**config.mk**
```make
export PLATFORM = sky130hd
export DESIGN_NAME = dispatch
export DESIGN_NICKNAME = d
export VERILOG_FILES = /design/src/rtl/dispatch.sv
export SDC_FILE = /design/constraint.sdc
export NUM_CORES = 1
export LEC_CHECK = 0
export ABC_CLOCK_PERIOD_IN_PS = 5100
export BUFFER_PORTS_ARGS = -buffer_cell sky130_fd_sc_hd__buf_2
export CAP_MARGIN = 20
export CORE_ASPECT_RATIO = 1.2
export CORE_MARGIN = 10
export CORE_UTILIZATION = 25
export DETAILED_ROUTE_END_ITERATION = 6
export GPL_ROUTABILITY_DRIVEN = 0
export PLACE_DENSITY = 0.48
export REMOVE_ABC_BUFFERS = 1
export SYNTH_ARGS = -nofsm -noshare
export SYNTH_HDL_FRONTEND = slang
export SYNTH_SLANG_ARGS = --single-unit
```
**constraint.sdc**
```tcl
create_clock -name clk -period 5.1 [get_ports clk]
set_clock_uncertainty 0.1 [all_clocks]
set_input_delay 0.765 -clock clk [delete_from_list [all_inputs] [get_ports clk]]
set_output_delay 0.765 -clock clk [all_outputs]
set_load 0.05 [all_outputs]
```
**src/rtl/dispatch.sv**
```systemverilog
`default_nettype none
// +--------------------------------------------------------------------------+
// | dispatch : rename-to-issue dispatch stage with credit-limited in-order   |
// | acceptance, physical-register busy table and registered output group.    |
// | Revision : 1.0                                                           |
// +--------------------------------------------------------------------------+

package dispatch_pkg;
   localparam int c_prw = 6;

   typedef struct packed {
      logic [15:0] opid;
      logic        rollback;
   } red_bundle_t;

   typedef struct packed {
      logic [15:0]                opid;
      logic [3:0]                 fu;
      logic [1:0][c_prw-1:0]      prsa;
      logic [1:0][c_prw-1:0]      prda;
   } ren_bundle_t;
endpackage

module dispatch
   import dispatch_pkg::*;
#(
   parameter int rwd   = 2,
   parameter int wwd   = 2,
   parameter int nfu   = 4,
   parameter int prnum = 64,
   parameter int robsz = 32,
   parameter int iqsz  = 8
) (
   input  logic                                 clk,
   input  logic                                 rst,
   input  red_bundle_t                          red_bundle,
   input  ren_bundle_t [rwd-1:0]                ren_bundle,
   output logic [rwd-1:0]                       rename,
   input  logic [$clog2(robsz):0]               rob_free,
   input  logic [nfu-1:0][$clog2(iqsz):0]       iq_free,
   input  logic [wwd-1:0]                       wb_valid,
   input  logic [wwd-1:0][$clog2(prnum)-1:0]    wb_prd,
   output ren_bundle_t [rwd-1:0]                dis_bundle,
   output logic [rwd-1:0][1:0]                  dis_rdy
);
   localparam int c_rw = $clog2(robsz) + 1;
   localparam int c_iw = $clog2(iqsz) + 1;
   localparam int c_qw = $clog2(nfu);
   localparam int c_pw = $clog2(prnum);

   logic [prnum-1:0]            r_busy;
   logic [prnum-1:0]            w_busy_nxt;
   ren_bundle_t [rwd-1:0]       r_dis;
   logic [rwd-1:0][1:0]         r_rdy;
   logic [rwd-1:0][1:0]         w_rdy;
   logic [rwd-1:0]              w_acc;
   logic                        w_redir;
   logic                        w_supp;
   logic [c_rw-1:0]             w_held;
   logic [c_rw-1:0]             w_rob_avail;
   logic [nfu-1:0][c_iw-1:0]    w_qheld;
   logic [nfu-1:0][c_iw-1:0]    w_iq_avail;
   logic                        w_unused;

   assign w_redir  = red_bundle.opid[15];
   assign w_supp   = w_redir | red_bundle.rollback | ~rst;
   assign w_unused = ^red_bundle.opid[14:0];

   // A redirected held group is being dropped, so it no longer consumes credit.
   always_comb begin
      w_held  = '0;
      w_qheld = '0;
      for (int i = 0; i < rwd; i++) begin
         if (r_dis[i].opid[15] && !w_redir) begin
            w_held = w_held + c_rw'(1);
            w_qheld[r_dis[i].fu[c_qw-1:0]] = w_qheld[r_dis[i].fu[c_qw-1:0]] + c_iw'(1);
         end
      end
      w_rob_avail = (rob_free > w_held) ? rob_free - w_held : '0;
      for (int q = 0; q < nfu; q++) begin
         w_iq_avail[q] = (iq_free[q] > w_qheld[q]) ? iq_free[q] - w_qheld[q] : '0;
      end
   end

   // Accepted slots always form a prefix, so the output needs no compaction.
   always_comb begin
      logic                     w_stop;
      logic [c_rw-1:0]          w_cnt;
      logic [nfu-1:0][c_iw-1:0] w_qcnt;
      logic [c_qw-1:0]          w_q;
      w_acc  = '0;
      w_stop = w_supp;
      w_cnt  = '0;
      w_qcnt = '0;
      w_q    = '0;
      for (int i = 0; i < rwd; i++) begin
         w_q = ren_bundle[i].fu[c_qw-1:0];
         if (!w_stop && ren_bundle[i].opid[15] && (w_cnt < w_rob_avail) &&
             (w_qcnt[w_q] < w_iq_avail[w_q])) begin
            w_acc[i]    = 1'b1;
            w_cnt       = w_cnt + c_rw'(1);
            w_qcnt[w_q] = w_qcnt[w_q] + c_iw'(1);
         end else begin
            w_stop = 1'b1;
         end
      end
   end

   always_comb begin
      logic [c_pw-1:0] w_p;
      logic            w_prod;
      logic            w_wbm;
      w_rdy  = '0;
      w_p    = '0;
      w_prod = 1'b0;
      w_wbm  = 1'b0;
      for (int i = 0; i < rwd; i++) begin
         for (int s = 0; s < 2; s++) begin
            w_p    = ren_bundle[i].prsa[s];
            w_prod = 1'b0;
            w_wbm  = 1'b0;
            for (int j = 0; j < rwd; j++) begin
               if (j < i && w_acc[j] && ren_bundle[j].prda[1] == w_p) w_prod = 1'b1;
            end
            for (int k = 0; k < wwd; k++) begin
               if (wb_valid[k] && wb_prd[k] == w_p) w_wbm = 1'b1;
            end
            w_rdy[i][s] = (w_p == '0) || (!w_prod && (!r_busy[w_p] || w_wbm));
         end
      end
   end

   // Clears are applied before sets so a same-cycle redispatch keeps the bit set.
   always_comb begin
      w_busy_nxt = r_busy;
      for (int k = 0; k < wwd; k++) begin
         if (wb_valid[k]) w_busy_nxt[wb_prd[k]] = 1'b0;
      end
      for (int i = 0; i < rwd; i++) begin
         if (w_acc[i] && ren_bundle[i].prda[1] != '0) w_busy_nxt[ren_bundle[i].prda[1]] = 1'b1;
      end
      w_busy_nxt[0] = 1'b0;
   end

   always_ff @(posedge clk or negedge rst) begin
      if (!rst) begin
         r_busy <= '0;
         r_dis  <= '0;
         r_rdy  <= '0;
      end else begin
         r_busy <= w_busy_nxt;
         for (int i = 0; i < rwd; i++) begin
            if (w_acc[i]) begin
               r_dis[i] <= ren_bundle[i];
               r_rdy[i] <= w_rdy[i];
            end else begin
               r_dis[i] <= '0;
               r_rdy[i] <= '0;
            end
         end
      end
   end

   always_comb begin
      dis_bundle = r_dis;
      if (w_redir) begin
         for (int i = 0; i < rwd; i++) dis_bundle[i].opid = '0;
      end
   end

   assign rename  = w_acc;
   assign dis_rdy = r_rdy;

endmodule
`default_nettype wire

```
==> metrics.txt <==
status=finished clean; placed wire-length estimate=roughly 34000 µm; Post-synth EDFFs=0; Slew Viols, Final=0; slew of the pin with the lowest slew margin=between 1000 and 1500 ps; Worst-Skew Late Latency=460 ps; core box area=approximately 44000 µm²; Top FF cell, synth=dfrtp_1; Syn Inst Count=around 1100; share of post-route cells with drive strength above 1=about 28%; post-route insts no fill=1786; area delta synth->final=16.0%; Die W=roughly 210 µm; Num CTS Buffers=17; crit path time final=4770 ps; kind of critical path=in2out; fraction of registers with async set/reset=100%; Routed WL per cell=between 20 and 30 µm; First-pass DRT Iterations=7; Max IR drop VDD=0.176 mV; initial antenna violation count=5; vias per cell=around 5.6; CTS max path bufs=2; worst hold slack=slightly above 90 ps; CTS tree=done; final WL=between 40000 and 50000 µm; final core occ=between 20 and 30%; total negative slack=0 ps; num rows=84; chip height=250 µm; R2R cell count=16; number of global-route vias before repair=10300; hold buffers post-CTS=0; slew margin rel.=15.2%; Post-Place Cells=approximately 1800; first-pass GRT wire length=just under 70000 µm; Power Dens Cells=between 200 and 300 nW/µm²; Unique masters post-synth=62; Starting Density=25.3%; Cell Area, Synth=11100 µm²; PortBufs=approximately 220; Tcrit/Tclk final=between 90 and 100%; commonest non-fill, non-tap cells in the layout=buf_2 (219), dfrtp_1 (155), nand2_1 (102); nature of the critical path endpoint=primary output; final setup vio count=0; Worst-path clk slew=~70 ps; Total GRT Usage=17.4%; number of synthesized register bits=155; die area=about 53000 µm²; largest net degree at the start of global routing=70; worst-path maximum fanout=5; commonest non-fill, non-tap cell in the layout=buf_2; num ports=between 200 and 250; Final ANT Viol Nets=0; Initial DRC Count=around 1100; clk sinks=155; synth warn=0; grt total ovfl=0; RSZ-0062 raised after global routing=false; Nets=1372; Final Hold Vio Count=0; Fmax=210 MHz; root buffer cell=clkbuf_16; Avg Inst Size Synth=a little over 10 µm²; total of max-cap violations=0; via count=around 10000; Hold Path Class=in2async; worst path required time=4240 ps; crit start category=input port; leakage power=around 0.0056 µW; H-tree levels=4; WP data arrival=3900 ps; Seq/Total Area, Yosys=35.0%; DRC viols=0
-- cell families (layout without fill, tap and decap cells) --
family          count (synthesis)  in the layout  share of synthesized area (%)
flops                         155            155                           35.0
mux                            81             81                           14.7
buf+inv                       167            292                           8.14
xor+xnor                       65             65                           5.14
fa+ha+maj                      16             16                           2.15
compound gates                185            185                           13.2
simple gates                  432            432                           21.6
other cells                     0              1                              0
-- power breakdown --
part           total, µW  leakage (µW)  switching [µW]  internal, µW
Clock               1360      0.000290             597           759
Combinational        578       0.00319             370           209
Sequential          1310       0.00215            43.4          1270
-- worst max-delay path, stage by stage --
cell and delay [ps]:
buf_2 140, nor2b_2 160, nor2b_1 180, nand2b_1 80, xnor2_1 150, ha_1 210, inv_1 60, fa_1 430
a21boi_0 190, or3_1 350, a2111oi_0 470, buf_4 200, nor4_2 50, and3_4 250, clkbuf_4 220
-- flip-flops by register name (all words and copies together), names as in the netlist --
name and cells:
r_dis 32, dis_rdy 4, r_busy 63, dis_bundle 56
-- synth_stat cells (11+ instances only) --
cell | number | area share, %
dfrtp_1 | 155 | 35
and3_1 | 47 | 2.7
o221ai_1 | 64 | 5.1
xor2_1 | 34 | 2.7
nor2b_1 | 44 | 2.5
ha_1 | 11 | 1.2
clkbuf_1 | 57 | 1.9
nor3b_1 | 17 | 1.2
mux4_2 | 65 | 13
nand3_1 | 19 | 0.86
and2_1 | 44 | 2.5
xnor2_1 | 31 | 2.5
nand4_1 | 34 | 1.9
nor3_1 | 22 | 0.99
inv_1 | 24 | 0.81
nor2_1 | 40 | 1.4
a21oi_1 | 13 | 0.59
mux2i_1 | 13 | 1.2
a22oi_1 | 56 | 3.8
nor4_1 | 15 | 0.85
nand2_1 | 102 | 3.5
buf_1 | 13 | 0.44
buf_4 | 58 | 3.9
-- metal layers --
metal	part of all wire (%)	up-vias	GRT usage (%)	wire length (µm)
met1	39	4941	21.1	18400
met3	9.2	128	4.22	4330
li1	-	4318	-	-
met4	4.5	8	9.11	2120
met5	0.11	-	0	51
met2	47	564	27.8	21900
-- final timing paths --
check / startpoint / end / slack (ps)
hold / removal: rst / r_busy[15] / 90
setup reg to reg: r_dis[87] / r_busy[31] / 650
setup / recovery: red_bundle[16] / rename[1] / 330
max in group asynchronous: rst / r_dis[75] / 3550
hold reg to reg: r_busy[33] / r_busy[33] / 460
min in group clk: ren_bundle[47] / dis_bundle[47] / 410
-- what timing repair did --
action,in CTS,in global routing
setup endpoints to repair,0,2
gates resized for setup,0,5
buffers inserted,0,0
-- per-stage QoR --
step	area (µm²)	power (µW)	setup WS, ps
floorplan	10300	1590	-1400
global placement	12200	1890	-15.4
detailed placement	12200	1900	27.4
CTS	12800	3280	12.2
global route	12800	3380	39.1
finish	12800	3240	330
-- area by class of cell --
type,count,area (µm²)
Fill cell,4610,31000
Multi-Input combinational cell,779,6310
Sequential cell,155,3880
Timing Repair Buffer,236,1240
Tap cell,559,699
Clock buffer,19,453
Clock inverter,13,155
Inverter,24,90.1
Antenna cell,1,2.50
No activity file was read; power rests on OpenSTA's default activity.
